==> src/rtl/aes_round_ctrl_pkg.sv <==
// Shared constants and enums for the iterative AES round sequencer and its round unit.
// The abort feature is compiled in with the AES_ABORT_EN macro (see aes_round_ctrl.sv).
package aes_round_ctrl_pkg;

  localparam int AES_NB = 4;
  localparam int AES_NR = 10;

  typedef enum logic [1:0] {
    ST_IDLE = 2'd0,
    ST_RUN  = 2'd1,
    ST_DONE = 2'd2
  } fsm_e;

  typedef enum logic [1:0] {
    MODE_ARK   = 2'd0,
    MODE_ROUND = 2'd1,
    MODE_FINAL = 2'd2
  } mode_e;

  function automatic mode_e mode_for(input logic [3:0] idx, input logic [3:0] nr);
    if (idx == 4'd0)     return MODE_ARK;
    else if (idx == nr)  return MODE_FINAL;
    else                 return MODE_ROUND;
  endfunction

endpackage

==> src/rtl/aes_round_ctrl_if.sv <==
// Block source/sink handshake bus of the AES round sequencer.
interface aes_round_ctrl_if
  import aes_round_ctrl_pkg::*;
#(
  parameter int NB = AES_NB
);

  logic              in_valid;
  logic              in_ready;
  logic [32*NB-1:0]  Data_in;
  logic              out_valid;
  logic              out_ready;
  logic [32*NB-1:0]  Data_out;

  modport master (
    output in_valid, Data_in, out_ready,
    input  in_ready, out_valid, Data_out
  );

  modport slave (
    input  in_valid, Data_in, out_ready,
    output in_ready, out_valid, Data_out
  );

endinterface

==> src/rtl/aes_round_ctrl.sv <==
// Iterative sequencer driving one shared AES round unit over NR+1 cycles per block.
// Optional AES_ABORT_EN adds an abort input that drops the in-flight block.
//
//  state   | meaning
//  IDLE    | waiting for a block, in_ready=1
//  RUN     | one round per cycle, Index 0..NR
//  DONE    | ciphertext held on Data_out until out_ready
module aes_round_ctrl
  import aes_round_ctrl_pkg::*;
#(
  parameter int NB = AES_NB,
  parameter int NR = AES_NR
) (
  input  logic             clk,
  input  logic             rst,
`ifdef AES_ABORT_EN
  input  logic             abort,
`endif
  aes_round_ctrl_if.slave  bus,
  output logic [3:0]       Index,
  output mode_e            Mode,
  output logic [32*NB-1:0] State_rd,
  input  logic [32*NB-1:0] State_nxt,
  output logic             busy
);

  localparam logic [3:0] NR_L = 4'(NR);

  fsm_e             state_q, state_d;
  logic [3:0]       index_q, index_d;
  mode_e            mode_q, mode_d;
  logic [32*NB-1:0] data_q, data_d;
  logic             abort_act;
  logic             in_ready_w;
  logic             load;

`ifdef AES_ABORT_EN
  assign abort_act = abort && (state_q != ST_IDLE);
`else
  assign abort_act = 1'b0;
`endif

  // In DONE the sink's ready is passed straight through so a new block can follow immediately.
  assign in_ready_w = (state_q == ST_IDLE) ||
                      ((state_q == ST_DONE) && bus.out_ready && !abort_act);
  assign load       = bus.in_valid && in_ready_w;

  always_comb begin
    state_d = state_q;
    index_d = index_q;
    data_d  = data_q;
    unique case (state_q)
      ST_IDLE: begin
        if (load) begin
          data_d  = bus.Data_in;
          index_d = 4'd0;
          state_d = ST_RUN;
        end
      end
      ST_RUN: begin
        data_d = State_nxt;
        if (index_q < NR_L) index_d = index_q + 4'd1;
        else                state_d = ST_DONE;
      end
      ST_DONE: begin
        if (load) begin
          data_d  = bus.Data_in;
          index_d = 4'd0;
          state_d = ST_RUN;
        end else if (bus.out_ready) begin
          state_d = ST_IDLE;
        end
      end
      default: state_d = ST_IDLE;
    endcase
    if (abort_act) begin
      state_d = ST_IDLE;
      index_d = 4'd0;
      data_d  = '0;
    end
    mode_d = (state_d == ST_RUN) ? mode_for(index_d, NR_L) : MODE_ARK;
  end

  always_ff @(posedge clk) begin
    if (rst) begin
      state_q <= ST_IDLE;
      index_q <= 4'd0;
      mode_q  <= MODE_ARK;
      data_q  <= '0;
    end else begin
      state_q <= state_d;
      index_q <= index_d;
      mode_q  <= mode_d;
      data_q  <= data_d;
    end
  end

  assign bus.in_ready  = in_ready_w;
  assign bus.out_valid = (state_q == ST_DONE);
  assign bus.Data_out  = data_q;
  assign Index         = index_q;
  assign Mode          = mode_q;
  assign State_rd      = data_q;
  assign busy          = (state_q != ST_IDLE);

endmodule
==> src/flat_wrapper.sv <==
// flat-port wrapper written by rule: the top's interface ports become plain ports
module aes_round_ctrl_flat import aes_round_ctrl_pkg::*;
#(
  parameter int NB = AES_NB,
  parameter int NR = AES_NR
)
  (clk, rst, Index, Mode, State_rd, State_nxt, busy, bus_in_valid, bus_Data_in, bus_out_ready, bus_in_ready, bus_out_valid, bus_Data_out);
  aes_round_ctrl_if #(.NB(NB)) bus_i ();
  input  logic clk;
  input  logic rst;
  output logic [3:0] Index;
  output mode_e Mode;
  output logic [32*NB-1:0] State_rd;
  input  logic [32*NB-1:0] State_nxt;
  output logic busy;
  input wire logic [$bits(bus_i.in_valid)-1:0] bus_in_valid;
  input wire logic [$bits(bus_i.Data_in)-1:0] bus_Data_in;
  input wire logic [$bits(bus_i.out_ready)-1:0] bus_out_ready;
  output wire logic [$bits(bus_i.in_ready)-1:0] bus_in_ready;
  output wire logic [$bits(bus_i.out_valid)-1:0] bus_out_valid;
  output wire logic [$bits(bus_i.Data_out)-1:0] bus_Data_out;
  assign bus_i.in_valid = bus_in_valid;
  assign bus_i.Data_in = bus_Data_in;
  assign bus_i.out_ready = bus_out_ready;
  assign bus_in_ready = bus_i.in_ready;
  assign bus_out_valid = bus_i.out_valid;
  assign bus_Data_out = bus_i.Data_out;
  aes_round_ctrl #(.NB(NB), .NR(NR)) u_core (.clk(clk), .rst(rst), .bus(bus_i), .Index(Index), .Mode(Mode), .State_rd(State_rd), .State_nxt(State_nxt), .busy(busy));
endmodule
==> config.mk <==
export PLATFORM = sky130hd
export DESIGN_NAME = aes_round_ctrl_flat
export DESIGN_NICKNAME = d
export VERILOG_FILES = /design/src/rtl/aes_round_ctrl_pkg.sv /design/src/rtl/aes_round_ctrl_if.sv /design/src/rtl/aes_round_ctrl.sv /design/src/flat_wrapper.sv
export SDC_FILE = /design/constraint.sdc
export NUM_CORES = 1
export LEC_CHECK = 0
export CORE_AREA = 2 2 204 206
export DETAILED_ROUTE_END_ITERATION = 12
export DIE_AREA = 0 0 206 208
export HOLD_SLACK_MARGIN = 0.1
export PLACE_DENSITY = 0.54
export SLEW_MARGIN = 20
export SYNTH_ARGS = -nofsm -noshare
export SYNTH_HDL_FRONTEND = slang
export SYNTH_SLANG_ARGS = --single-unit
==> constraint.sdc <==
create_clock -name clk -period 2.8 [get_ports clk]
set_clock_uncertainty 0.15 [all_clocks]
set_input_delay 0.56 -clock clk [delete_from_list [all_inputs] [get_ports clk]]
set_output_delay 0.56 -clock clk [all_outputs]
set_load 0.1 [all_outputs]
==> flow_metrics.tcl <==
set metrics [dict create \
    status "finished clean" \
    syn_area_um2 7490 \
    yosys_warnings 0 \
    min_to "u_core.state_q[1]" \
    holdCritStartpoint "rst" \
    cts_made_buffers 17 \
    cp.arrival_ns 1.53 \
    final_common_cell "buf_4" \
    drive_above_1_share 0.379 \
    cts_tree "done" \
    die-area_um2 42800 \
    r2r_cells 6 \
    clockRootBuffer "clkbuf_16" \
    cellPowerDensity_nw_per_um2 711 \
    path_clk_slew_ns 0.06 \
    fin_crit_ns 2.24 \
    grt_pass1_vias 6262 \
    grt_setup_unrepaired "false" \
    rows 74 \
    synthFlopType "dfxtp_1" \
    syn_nets 1005 \
    ys_seq_elements 136 \
    place_area_um2 11800 \
    p_sw_frac 0.471 \
    clockBufferDepth 2 \
    grt_max_degree 71 \
    synth_edf_count 0 \
    cts_sinks 136 \
    core-area_um2 40600 \
    io_pins 525 \
    placed_cells 1636 \
    drt-vias-per-instance 3.94 \
    p_leak_nw 5.22 \
    ctsHoldBuffers 0 \
    drc_errors 0 \
    critPathRequiredTime_ns 2.09 \
    timing.rr.end "u_core.State_rd[31]" \
    antenna_found_initial 0 \
    worstReg2RegStart "u_core.state_q[0]" \
    relSlewSlack 0.624 \
    worstMarginPinSlew_ns 0.565 \
    path_buf_inv 3 \
    drt-total-wl_um 26000 \
    initial_utilization 0.185 \
    combPwrFrac 0.461 \
    layout.cells.non_filler 1668 \
    drt_pre_antenna_iters 4 \
    synth_cell_types 32 \
    drt_iter0_markers 197 \
    crit_type "primary input to primary output" \
    grt_pass1_wl_um 37500 \
    ys_seq_area_frac 0.364 \
    crit_family "buffers and inverters" \
    crit_fanout 2 \
    finalInstanceArea_um2 12400 \
    postRouteAntennaNets 0 \
    cp_slowest_cell "clkdlybuf4s50_1" \
    seqPwrFrac 0.260 \
    num_vias 6564 \
    maxSlewViolCount 0 \
    track_usage 0.115 \
    fmax_ghz 0.445 \
    port-buffer-count 524 \
    holdPathStages 2 \
    cpPeakStageDelay_ns 0.48 \
    dp_hpwl_um 20700 \
    fp.dieW_um 206 \
    avgSynthCellArea_um2 10.1 \
    cts-resized-gates 0 \
    finalHoldViolCount 0 \
    synthCells 744 \
    drv_cap 0 \
    grt_overflow 0 \
    max-vdd-ir-drop_uv 363 \
    internal_power_mw 4.66 \
    wire_per_inst_um 15.6 \
    synth_async_sr_flop_share 0 \
    clk_latency_ns 0.43 \
    worstPathCellList "clkdlybuf4s50_1 -> inv_1 -> a21oi_2 -> buf_12" \
    nets 1384 \
    endpoint_kind "primary output" \
    antenna_cells 0 \
    p_total_mw 8.81 \
    r2r_slack_ns 1.09 \
    area.growth.synth_to_final_pct 65.6 \
    clockPowerShare 0.279 \
    tns_ns 0 \
    layout_common_cells "buf_4, clkdlybuf4s50_1, nor2_1" \
    post-route-util 0.306 \
    startpoint_type "primary input" \
    die_height_um 208 \
    setup-violations-final 0 \
    hp-class "primary input to flip-flop" \
    switching_power_mw 4.15 \
    period_share 0.802 \
    post_cts_buffers 0 \
    gp_congestion 0.725 \
    htree_num_levels 4 \
]
## power by group through the flow
| stage | Clock, mW | Combinational, mW | Sequential [mW] |
|---|---|---|---|
| 2_1_floorplan | 0 | 2.06 | 3.50 |
| 3_3_place_gp | 0 | 4.07 | 2.33 |
| 3_5_place_dp | 0 | 4.08 | 2.34 |
| 4_1_cts | 2.55 | 4.09 | 2.29 |
| 5_1_grt | 2.65 | 4.19 | 2.31 |
| 6_report | 2.46 | 4.06 | 2.29 |
## worst reg2reg max path: stages, from the launching register on
cell and delay [ns]:
dfxtp_4 0.40, nor2b_4 0.15, o22a_4 0.18, buf_12 0.18, buf_12 0.28, nor2_1 0.11
a211oi_2 0.19
## cells in the mapped netlist (all sizes together) (2+ instances only)
| master | number | area (um^2) |
|---|---|---|
| a31oi | 2 | 12.5 |
| buf | 172 | 1220 |
| dfxtp | 136 | 2720 |
| mux2i | 128 | 1280 |
| inv | 2 | 7.51 |
| a211oi | 129 | 1460 |
| nand2 | 3 | 11.3 |
| a21oi | 2 | 10.0 |
| nor2 | 136 | 510 |
| xnor2 | 2 | 17.5 |
| and3 | 2 | 17.5 |
| nor2b | 2 | 20.0 |
| clkbuf | 15 | 60.1 |
## layer usage
metal  up-vias  track usage  share of wire
met3        13       0.0360          0.078
met4         0       0.0288         0.0083
met1      3007        0.133           0.41
met5         -            0              0
met2       288        0.204           0.51
li1       3256            -              -
## through the flow
stage          hold WS [ns]  worst slack, ns
3_5_place_dp          0.365            0.421
3_3_place_gp          0.358            0.430
5_1_grt               0.145            0.512
4_1_cts               0.142            0.537
6_report              0.180            0.555
2_1_floorplan         0.477           0.0290
## logic make-up after synthesis
| family | share of synthesized area |
|---|---|
| compound gates | 0.212 |
| flops | 0.364 |
| xor+xnor | 0.00234 |
| simple gates | 0.0774 |
| fa+ha+maj | 0.00167 |
| buf+inv | 0.172 |
| mux | 0.171 |
## how the worst max path moves through the flow
| stage | startpoint | endpoint | slack (ns) | cells past startpoint |
|---|---|---|---|---|
| after global routing | bus_out_ready | bus_in_ready | 0.51 | 4 |
| after CTS | bus_out_ready | bus_in_ready | 0.54 | 4 |
| after detailed placement | bus_out_ready | u_core.State_rd[31] | 0.42 | 7 |
| after global placement | bus_out_ready | u_core.State_rd[79] | 0.43 | 7 |
| after floorplan | u_core.state_q[0] | bus_out_valid | 0.03 | 4 |
| final | bus_out_ready | bus_in_ready | 0.56 | 4 |
## flip-flops by register name, summed over array words and instances (netlist names)
signal and cells:
u_core.state_q 2, u_core.State_rd 128, u_core.Mode 2, u_core.Index 4
## final cells by class
type | instances | area, um^2
inverters | 2 | 7.51
well taps | 532 | 666
clock inverters | 14 | 194
multi-input cells | 419 | 3490
fillers | 4209 | 28200
repair buffers | 547 | 4880
flip-flops and latches | 136 | 2730
clock buffers | 18 | 439
Power figures use the tool's default switching activity.
==> variant 1 (same settings) <==
`AES_NB`: 4 -> 2.
--- a/src/rtl/aes_round_ctrl_pkg.sv
+++ b/src/rtl/aes_round_ctrl_pkg.sv
@@ -4,3 +4,3 @@
 
-  localparam int AES_NB = 4;
+  localparam int AES_NB = 2;
   localparam int AES_NR = 10;
Interface: changed (resized State_nxt, State_rd, bus_Data_in and bus_Data_out); port bits go from 525 to 269. The function was not compared with the original's and may differ.
==> variant 1 against the original RTL <==
  * Synthesized cell count decreased by 47%
  * Fmax down 0.28%
  * Die area stayed put
  * Cell area shrank 48%
  * Area after synthesis is 51% lower
  * Sequential cell count down 64
  * Setup slack worse by 6.3 ps
  * Cell count fell by 33%
  * Wire length down 49%
  * Non-clock buffer count decreased by 271
  * Power is 49% lower
==> variant 1: results (changes against the original RTL) <==
STA
  – Least-Margin Pin Slew: 673.1 ps (was 564.7 ps)

GRT
  – Largest net degree at the start of global routing: 68 (was 71)
  – Met1 GRT Util: 6.401% (was 13.31%)
  – First-pass GRT wire length: 19,030 um (was 37,480 um)
  – Met2 Track Usage GR: 10.33% (was 20.35%)
  – Vias in the first global route: 3,260 (was 6,262)
  – Met3 GRT Util: 2.444% (was 3.603%)

Drt
  – Met2 wire len: 6686 um (was 13,190 um)
  – Met3 wire length: 1237 um (was 2030 um)
  – Met1 wire length: 4990 um (was 10,570 um)
  – Final WL: 13,170 um (was 26,010 um)
  – Drt initial violations: 110 (was 197)

Layout
  – Fill cells: 4,585 (was 4,209)
  – Nets: 720 (was 1,384)
  – Share of cells above drive strength 1: 28.21% (was 37.85%)

Setup path
  – Cells on worst reg2reg path: 5 (was 6)

Placed design
  – Post-DP HPWL: 10,250 um (was 20,700 um)

Clock tree
  – Total CTS buffers: 9 (was 17)
  – Clock Latency Late Sink: 350 ps (was 430 ps)
  – H-tree depth: 3 (was 4)

Power and ir drop
  – VDD IR max: 0.0002557 V (was 0.0003625 V)
  – Leak: 2.647 nW (was 5.219 nW)
  – Internal power: 0.002412 W (was 0.004661 W)
  – Flop pwr share: 26.7% (was 26.0%)

Logic synthesis
  – Largest cells by area after synthesis: dfxtp_1, mux2i_1, a211oi_1, buf_4, nor2_1 (was dfxtp_1, mux2i_1, a211oi_2, buf_4, nor2_1)
  – Syn nets: 528 (was 1,005)
  – Syn avg cell area: 9.268 um^2 (was 10.07 um^2)
  – Unique masters post-synth: 30 (was 32)
  – Post-synth top cells: dfxtp_1, nor2_1, mux2i_1 (was buf_4, dfxtp_1, nor2_1)

Run status
  – Status: finished clean (unchanged)
## variant 1: cell types whose count changed after synthesis, sizes merged, moves of 2 or more
cell    unedited run  this run
a211oi           129        64
a22oi              0         2
buf              172        83
clkbuf            15        12
dfxtp            136        72
mux2i            128        65
nand2b             0         2
nor2             136        72
## variant 1: per-stage QoR
step                power, W  setup WS, ps  utilization [%]  instance area (um^2)
floorplan           0.002821         107.1                -                  3665
global placement    0.003244         462.8            15.23                  6177
detailed placement  0.003252         454.3            15.23                  6177
CTS                 0.004609         550.3            16.03                  6500
global route        0.004690         511.5            16.03                  6500
finish              0.004504         548.8            16.03                  6500
## variant 1: worst paths after layout
check / startpoint / to / slack [ps]
worst min-delay path: u_core.State_rd[49] / u_core.State_rd[49] / 370
worst min register to register: u_core.State_rd[49] / u_core.State_rd[49] / 370
worst max register to register: u_core.state_q[0] / u_core.Mode[0] / 820
worst max-delay path: bus_out_ready / bus_in_ready / 550
## variant 1: logic make-up (layout without fill, tap and decap cells)
logic type | Yosys count | after routing | share of synthesized area [%]
AO/OA/AOI/OAI | 78 | 78 | 16.06
XOR/XNOR | 2 | 2 | 0.4786
adder cells (fa/ha/maj) | 1 | 1 | 0.3417
buffers and inverters | 96 | 293 | 17.19
flip-flops | 72 | 72 | 39.37
multiplexers | 65 | 65 | 17.77
AND/OR/NAND/NOR | 81 | 81 | 8.783
## variant 1: worst min-delay path, cell delays in order, from the launching register on
cell,delay (ps)
dfxtp_1,320
nor2_1,100
a211oi_1,50
## variant 1: cell type report
class / count / area (um^2) / area share (%)
tap: 532 / 665.6 / 10.24
multi-input combinational: 227 / 1605 / 24.70
timing repair buffer: 276 / 2457 / 37.81
clock buffer: 11 / 242.7 / 3.734
sequential: 72 / 1445 / 22.23
inverter: 1 / 3.754 / 0.05775
clock inverter: 5 / 80.08 / 1.232
==> variant 2 (same flow settings) <==
Made on the original files. Reset style: asynchronous (`rst`), changed in one clocked block.
--- a/src/rtl/aes_round_ctrl.sv
+++ b/src/rtl/aes_round_ctrl.sv
@@ -83,3 +83,3 @@
 
-  always_ff @(posedge clk) begin
+  always_ff @(posedge clk or posedge rst) begin
     if (rst) begin
Check against the original RTL: differs if rst is asserted again (counterexample within 4 cycles, from zero or initial values and one cycle with rst high); with rst held inactive, the same outputs for 4 cycles.
==> variant 2 against the original RTL <==
  * Wire length decreased by 1.9%
  * Register-to-register slack worse by 420 ps
  * Setup slack got worse by 94 ps
  * Cell count is 0.60% lower
  * Cell area shrank 2.4%
  * Sequential cell count unchanged
  * Area after synthesis shrank 4.1%
  * Critical path type is now flop to output pin
Power is not shown: default switching activity piles up to over one toggle a cycle in this logic, so the estimate is an artifact.
==> variant 2: results (changes against the original RTL) <==
Run status
  – Status: finished clean (unchanged)

Worst hold path
  – Launch point of the worst hold path: u_core.State_rd[76] (was rst)
  – HP Class: flop to flop (was input port to flop)

Drt
  – Detailed-route via count: 6,211 (was 6,564)
  – Drt initial violations: 158 (was 197)

Setup path
  – CP max stage delay: 630 ps (was 480 ps)
  – Worst Path Arrival: 1630 ps (was 1530 ps)
  – Crit path kind: flop to output pin (was input port to output pin)

Layout
  – Clkbuf count: 20 (was 18)
  – Signal buffers share of area: 39.84% (was 39.36%)
  – Reg area: 0.003407 mm^2 (was 0.002726 mm^2)
  – Buffers, non-clock: 544 (was 547)
  – Final clock-cell share: 5.068% (was 5.105%)
  – Non-clk invs: 3 (was 2)
  – Nets: 1,375 (was 1,384)
  – Seq Cell Count: 136 (unchanged)
  – Multi-input gate share of the layout cell area: 21.31% (was 28.12%)
  – Fill cells: 4,266 (was 4,209)

GRT
  – Vias in the first global route: 6,312 (was 6,262)
  – Largest net degree at the start of global routing: 77 (was 71)
  – First-pass GRT wire length: 37,270 um (was 37,480 um)
  – GRT Util Overall: 11.59% (was 11.50%)

Logic synthesis
  – Sequential share of the synthesized area: 47.39% (was 36.36%)
  – Syn nets: 984 (was 1,005)

Placed design
  – Routability cong.: 0.7881 (was 0.7253)
  – Placed instance count: 1,627 (was 1,636)
==> variant 2: cell types whose count changed in the layout (fill, tap and decap cells not counted), sizes merged, moves of 4 or more <==
cell    change
nand2     +129
buf         -4
dfxtp     -136
nand3       +4
nor2      -135
dfrtp     +136
o21ai     +131
a211oi    -129
==> variant 2: metal layers <==
metal	part of all wire [%]	GRT usage (%)
met1	40	13.48
met2	51	20.64
met4	0.99	3.079
met5	0	0
met3	7.7	3.289
==> variant 2: logic make-up (layout without fill, tap and decap cells) <==
| logic type | after synthesis | count (layout) | share of synthesized area (%) |
|---|---|---|---|
| simple gates | 146 | 146 | 8.119 |
| fa+ha+maj | 1 | 1 | 0.1742 |
| mux | 128 | 128 | 17.84 |
| flops | 136 | 136 | 47.39 |
| buf+inv | 175 | 578 | 16.76 |
| xor+xnor | 1 | 1 | 0.1220 |
| compound gates | 136 | 136 | 9.599 |
==> variant 2: worst paths after layout <==
kind	endpoint	slack (ps)	cells past startpoint
hold / removal	u_core.State_rd[76]	360	2
hold reg to reg	u_core.State_rd[76]	360	2
setup / recovery	busy	460	2
min in group asynchronous	u_core.State_rd[105]	430	3
setup reg to reg	u_core.State_rd[109]	670	5
max in group asynchronous	u_core.state_q[0]	1680	3
==> variant 2: worst reg2reg max path, stage by stage (launching register included) <==
cell     delay (ps)
dfrtp_4         630
or3b_1          460
and2_4          280
buf_12          240
nand2_1         140
o21ai_0          90
==> variant 2: stage by stage <==
stage               utilization (%)  setup WS (ps)
floorplan                         -          63.86
global placement              28.32          300.9
global route                  29.83          375.1
detailed placement            28.32          218.2
CTS                           29.83          397.3
finish                        29.83          461.5
